File: config.mk
export PLATFORM = sky130hd
export DESIGN_NAME = if_fetch_unit
export DESIGN_NICKNAME = d
export VERILOG_FILES = /design/src/rtl/if_fetch_unit.sv
export SDC_FILE = /design/constraint.sdc
export NUM_CORES = 1
export LEC_CHECK = 0
export CORE_MARGIN = 1.5
export CORE_UTILIZATION = 49
export DETAILED_ROUTE_END_ITERATION = 7
export PLACE_DENSITY = 0.87
export SYNTH_ARGS = -nofsm -noshare
export SYNTH_HDL_FRONTEND = slang
export SYNTH_SLANG_ARGS = --single-unit
export TNS_END_PERCENT = 10
File: constraint.sdc
create_clock -name clk -period 2.76 [get_ports clk]
set_input_delay 0.552 -clock clk [delete_from_list [all_inputs] [get_ports clk]]
set_output_delay 0.552 -clock clk [all_outputs]
set_load 0.02 [all_outputs]
File: src/rtl/if_fetch_unit.sv
// if_fetch_unit: owns the PC, fetches words over req/gnt/rvalid and queues the
// returned instructions, in order, for the IF/ID buffer (sel/ins/pc_o).
module if_fetch_unit #(
   parameter logic [31:0] RESET_PC = 32'h0000_0000,
   parameter int          DEPTH    = 2
) (
   input  logic        clk,
   input  logic        rst_n,
   input  logic        stall,
   input  logic        redirect,
   input  logic [31:0] redirect_pc,
   output logic        imem_req,
   output logic [31:0] imem_addr,
   input  logic        imem_gnt,
   input  logic        imem_rvalid,
   input  logic [31:0] imem_rdata,
   output logic        sel,
   output logic [31:0] ins,
   output logic [31:0] pc_o
);
   localparam int CW = $clog2(DEPTH + 1);
   localparam int AW = $clog2(DEPTH);
   localparam int SW = CW + 2;
   logic [31:0]   pc_q, pc_d, rpc_q, rpc_d, last_q, last_d;
   logic [CW-1:0] outst_q, outst_d, disc_q, disc_d, cnt_q, cnt_d;
   logic [AW-1:0] rd_q, rd_d, wr_q, wr_d;
   logic [31:0]   instr_q [DEPTH], instr_d [DEPTH], qpc_q [DEPTH], qpc_d [DEPTH];
   logic [SW-1:0] used;
   logic          fire, drop, push, pop;
   function automatic logic [AW-1:0] inc(input logic [AW-1:0] p);
      return (p == AW'(DEPTH - 1)) ? '0 : p + 1'b1;
   endfunction
   // rpc tracks the PC of the next non-discarded response: after a redirect all
   // surviving responses belong to the sequential stream starting at the target.
   always_comb begin
      used      = SW'(cnt_q) + SW'(outst_q) + SW'(disc_q);
      imem_req  = rst_n && !redirect && (used < SW'(DEPTH));
      imem_addr = pc_q;
      sel       = cnt_q != '0;
      ins       = sel ? instr_q[rd_q] : '0;
      pc_o      = sel ? qpc_q[rd_q] : last_q;
      fire      = imem_req && imem_gnt;
      drop      = imem_rvalid && disc_q != '0;
      push      = imem_rvalid && disc_q == '0 && !redirect;
      pop       = sel && !stall && !redirect;
      last_d    = pc_o;
      instr_d   = instr_q;
      qpc_d     = qpc_q;
      pc_d      = fire ? pc_q + 32'd4 : pc_q;
      rpc_d     = push ? rpc_q + 32'd4 : rpc_q;
      outst_d   = outst_q + CW'(fire) - CW'(push);
      disc_d    = disc_q - CW'(drop);
      cnt_d     = cnt_q + CW'(push) - CW'(pop);
      rd_d      = pop ? inc(rd_q) : rd_q;
      wr_d      = push ? inc(wr_q) : wr_q;
      if (push) begin
         instr_d[wr_q] = imem_rdata;
         qpc_d[wr_q]   = rpc_q;
      end
      if (redirect) begin
         pc_d    = redirect_pc & ~32'h3;
         rpc_d   = pc_d;
         outst_d = '0;
         disc_d  = disc_q + outst_q - CW'(imem_rvalid);
         cnt_d   = '0;
         rd_d    = '0;
         wr_d    = '0;
      end
   end
   always_ff @(posedge clk or negedge rst_n) begin
      if (!rst_n) begin
         pc_q    <= RESET_PC;
         rpc_q   <= RESET_PC;
         last_q  <= RESET_PC;
         outst_q <= '0;
         disc_q  <= '0;
         cnt_q   <= '0;
         rd_q    <= '0;
         wr_q    <= '0;
         for (int i = 0; i < DEPTH; i++) begin
            instr_q[i] <= '0;
            qpc_q[i]   <= '0;
         end
      end else begin
         pc_q    <= pc_d;
         rpc_q   <= rpc_d;
         last_q  <= last_d;
         outst_q <= outst_d;
         disc_q  <= disc_d;
         cnt_q   <= cnt_d;
         rd_q    <= rd_d;
         wr_q    <= wr_d;
         instr_q <= instr_d;
         qpc_q   <= qpc_d;
      end
   end
endmodule
==> summary.txt <==
Yosys
  • Yosys cell types: 44
  • Synth Area in Simple Gates: 0.118
  • Post-synthesis xor/xnor area fraction: 0.0338
  • Avg Cell Area, Syn: 11.4 sq um
  • Complex-gate fraction of the synthesized area: 0.0688
  • Most frequent cells after synthesis: dfrtp_1, mux2_2, nand2_1, o21ai_0, mux2i_1
  • Most frequent cell after synthesis: dfrtp_1
  • Area contributors post-synth: dfrtp_1, mux2_2, mux2i_1
  • EDFF count, synth: 0
  • Synthesized area: 10400 sq um
  • Top_reg_cell synth: dfrtp_1
  • Number of synthesis warnings: 0
  • Leading area contributor after synthesis: dfrtp_1
  • Post-synthesis mux area share: 0.197
  • Seq/Total Area, Yosys: 0.540
  • Ys async rst share: 1.00
  • Post-synth top area share: 0.540
  • Combinational family with the most area after synthesis: multiplexers
  • Cell count after synthesis: between 900 and 1k
  • Adder-Cell Fraction of Synth Area: 0.0164
  • Seq cells post-synth: 224

Placed design
  • Number of port buffers: roughly 160
  • Hpwl dp: 16800 um
  • Placed cell count: 1336
  • RD Place Congestion: 0.905

Pwr
  • Internal power: 8.17 mW
  • Seq pwr share: 0.416
  • Switching Power: 4.02 mW
  • Max VDD drop: 0.351 mV
  • Net Sw Frac: 0.330
  • Comb pwr share: 0.331
  • Leakage: 5.90 nW
  • Clock power share: 0.253
  • Pwr Density: roughly 910 nW/um^2

Route
  • 1st-iter DRT viols: 428
  • # DRC: 0
  • Via/cell ratio: 5.67
  • Via count: 7830
  • Final WL: about 25000 um
  • ANT nets after route: 0
  • Routed len/inst: 18.3 um
  • Drt first pass iters: 5

Layout
  • Fillers: 1615
  • Post-Layout Cell Count: 1381
  • Share of cells above drive strength 1: 0.206
  • Antenna cell count: 0
  • Fin nets: roughly 1.2k
  • Area Overhead vs Synth: 29.0%
  • Fin util: 0.641

Timing
  • Final Hold Violating Endpoints: 0
  • Setup violations, final: 2
  • Max Clk Rate: between 0.3 and 0.4 GHz
  • Min cycle time layout: around 2900 ps
  • Worst Hold Slack: 211 ps
  • Final period util: 1.06
  • Slew headroom: 0.495
  • Worst Tran Pin Value: 757 ps
  • PnR worst setup slack: -152 ps
  • Final number of max-transition violations: 0
  • Clock skew: between 15 and 20 ps
  • RSZ-0062 raised after global routing: yes
  • Total negative slack: -193 ps

Worst setup path
  • Worst path bufs/invs: 3
  • CP Class: flip-flop to output pin
  • Critical Path, Cell by Cell: inv_2 > fa_1 > inv_2 > ha_4 > nor4b_4 > and2_4 > buf_6
  • Crit-path max FO: 2
  • Most used cell, CP: inv_2
  • WP data arrival: 2360 ps
  • Crit-path max cell delay: 540 ps
  • Startpoint types: flip-flop
  • Crit-path slowest cell: fa_1
  • Crit path max-delay family: adder cells
  • Worst Setup End Kind: output pin
  • CP required: 2210 ps

Die
  • Io pins: 168
  • Die Width: 149 um
  • Initial core utilization: 0.497
  • Core ar.: 20900 sq um
  • Row count: 53
  • Die ar.: 22100 sq um
  • Height of the die: roughly 150 um

Global routing
  • Largest net degree at the start of global routing: 65
  • Number of global-route vias before repair: 7919
  • First-pass GRT wire length: between 40000 and 50000 um
  • GRT Overall Usage: 0.232
  • Aggregate global routing overflow: 0
  • Initial antenna violation count: 1

Clock network
  • TritonCTS sink count: 224
  • Num CTS Buffers: 23
  • CTS Buffer Depth: 3
  • Root buffer cell: clkbuf_16
  • H-tree levels: 1
  • CTS tree: yes
  • CTS clk-pin slew, worst paths: 60 ps
  • Clk Latency, worst-skew pair: 520 ps

Job
  • Total of max-cap violations: 0

Worst hold path
  • HP Class: primary input to async pin

Status
  • Failing checks: negative setup slack
  • Status: finished with violations
-- path summary, 6_finish.rpt --
| check | start | end | slack (ps) | cells after the start |
|---|---|---|---|---|
| max | outst_q[1] | imem_req | -150 | 7 |
| min | rst_n | instr_q[49] | 210 | 2 |
| max reg2reg | outst_q[1] | imem_addr[20] | -40 | 11 |
| min reg2reg | last_q[0] | last_q[0] | 480 | 1 |
| max in group asynchronous | rst_n | last_q[19] | 1320 | 3 |
| min in group clk | last_q[0] | last_q[0] | 480 | 1 |
-- sequential cells by signal, indices dropped and copies added, names as in the netlist --
register   count
imem_addr     30
last_q        32
rd_q           1
cnt_q          2
qpc_q         60
instr_q       64
outst_q        2
wr_q           1
rpc_q         30
disc_q         2
-- power by group through the flow --
stage / Clock, mW / Combinational [mW] / Sequential (mW)
after floorplan: 0 / 2.49 / 4.97
after CTS: 3.14 / 4.00 / 5.06
after detailed placement: 0 / 4.11 / 5.10
final: 3.09 / 4.04 / 5.07
after global routing: 3.27 / 4.39 / 5.21
after global placement: 0 / 3.97 / 5.00
-- metrics by stage --
step                setup WS (ps)  total power, mW  instance area [sq um]
global placement             -209             8.97                  12600
finish                       -152             12.2                  13400
detailed placement           -238             9.21                  12600
global route                 -231             12.9                  13400
CTS                          -130             12.2                  13300
floorplan                    46.5             7.46                  10400
-- layout make-up --
cell class	instances	area, sq um	share of cell area
clock inverters	11	125	0.00935
flip-flops and latches	224	5610	0.419
repair buffers	202	2000	0.150
multi-input cells	621	4600	0.344
inverters	19	73.8	0.00551
well taps	275	344	0.0257
clock buffers	29	628	0.0469
-- per-layer routing --
metal	vias to the layer above	global-route usage	share of wire
met3	37	0.0374	0.066
met4	2	0.0554	0.015
met5	-	0	0.00055
li1	3590	-	-
met1	3911	0.322	0.44
met2	290	0.383	0.48
-- placed cells by master (no fill, tap or decap), types with 6 or more instances in the layout --
cell type        instances
a21oi_1                  9
and2_1                   6
and3_1                   7
and4_1                   7
buf_12                   8
buf_4                   27
clkbuf_16               23
clkdlybuf4s50_1        109
dfrtp_1                223
dlygate4sd2_1           46
ha_1                     9
inv_1                   16
mux2_2                 126
mux2i_1                 62
nand2_1                 98
nand3_1                 29
nand4_1                 18
nor2_1                  49
nor3_1                  12
nor4_1                   8
o211ai_1                12
o21ai_0                 69
o311ai_0                 9
xnor2_1                 23
xor2_1                  16
-- what timing repair did --
action | in CTS | in global routing
gates cloned | 1 | 0
endpoints found under the setup margin | 48 | 32
pin swaps | 0 | 6
setup buffers | 0 | 4
hold buffers | 0 | 0
resized for setup | 55 | 26
-- logic make-up after synthesis --
logic type      Yosys count
mux                     188
other cells               1
xor+xnor                 40
compound gates          119
simple gates            259
fa+ha+maj                13
buf+inv                  67
flops                   224
Note: power is estimated with default switching activity, not from simulation.
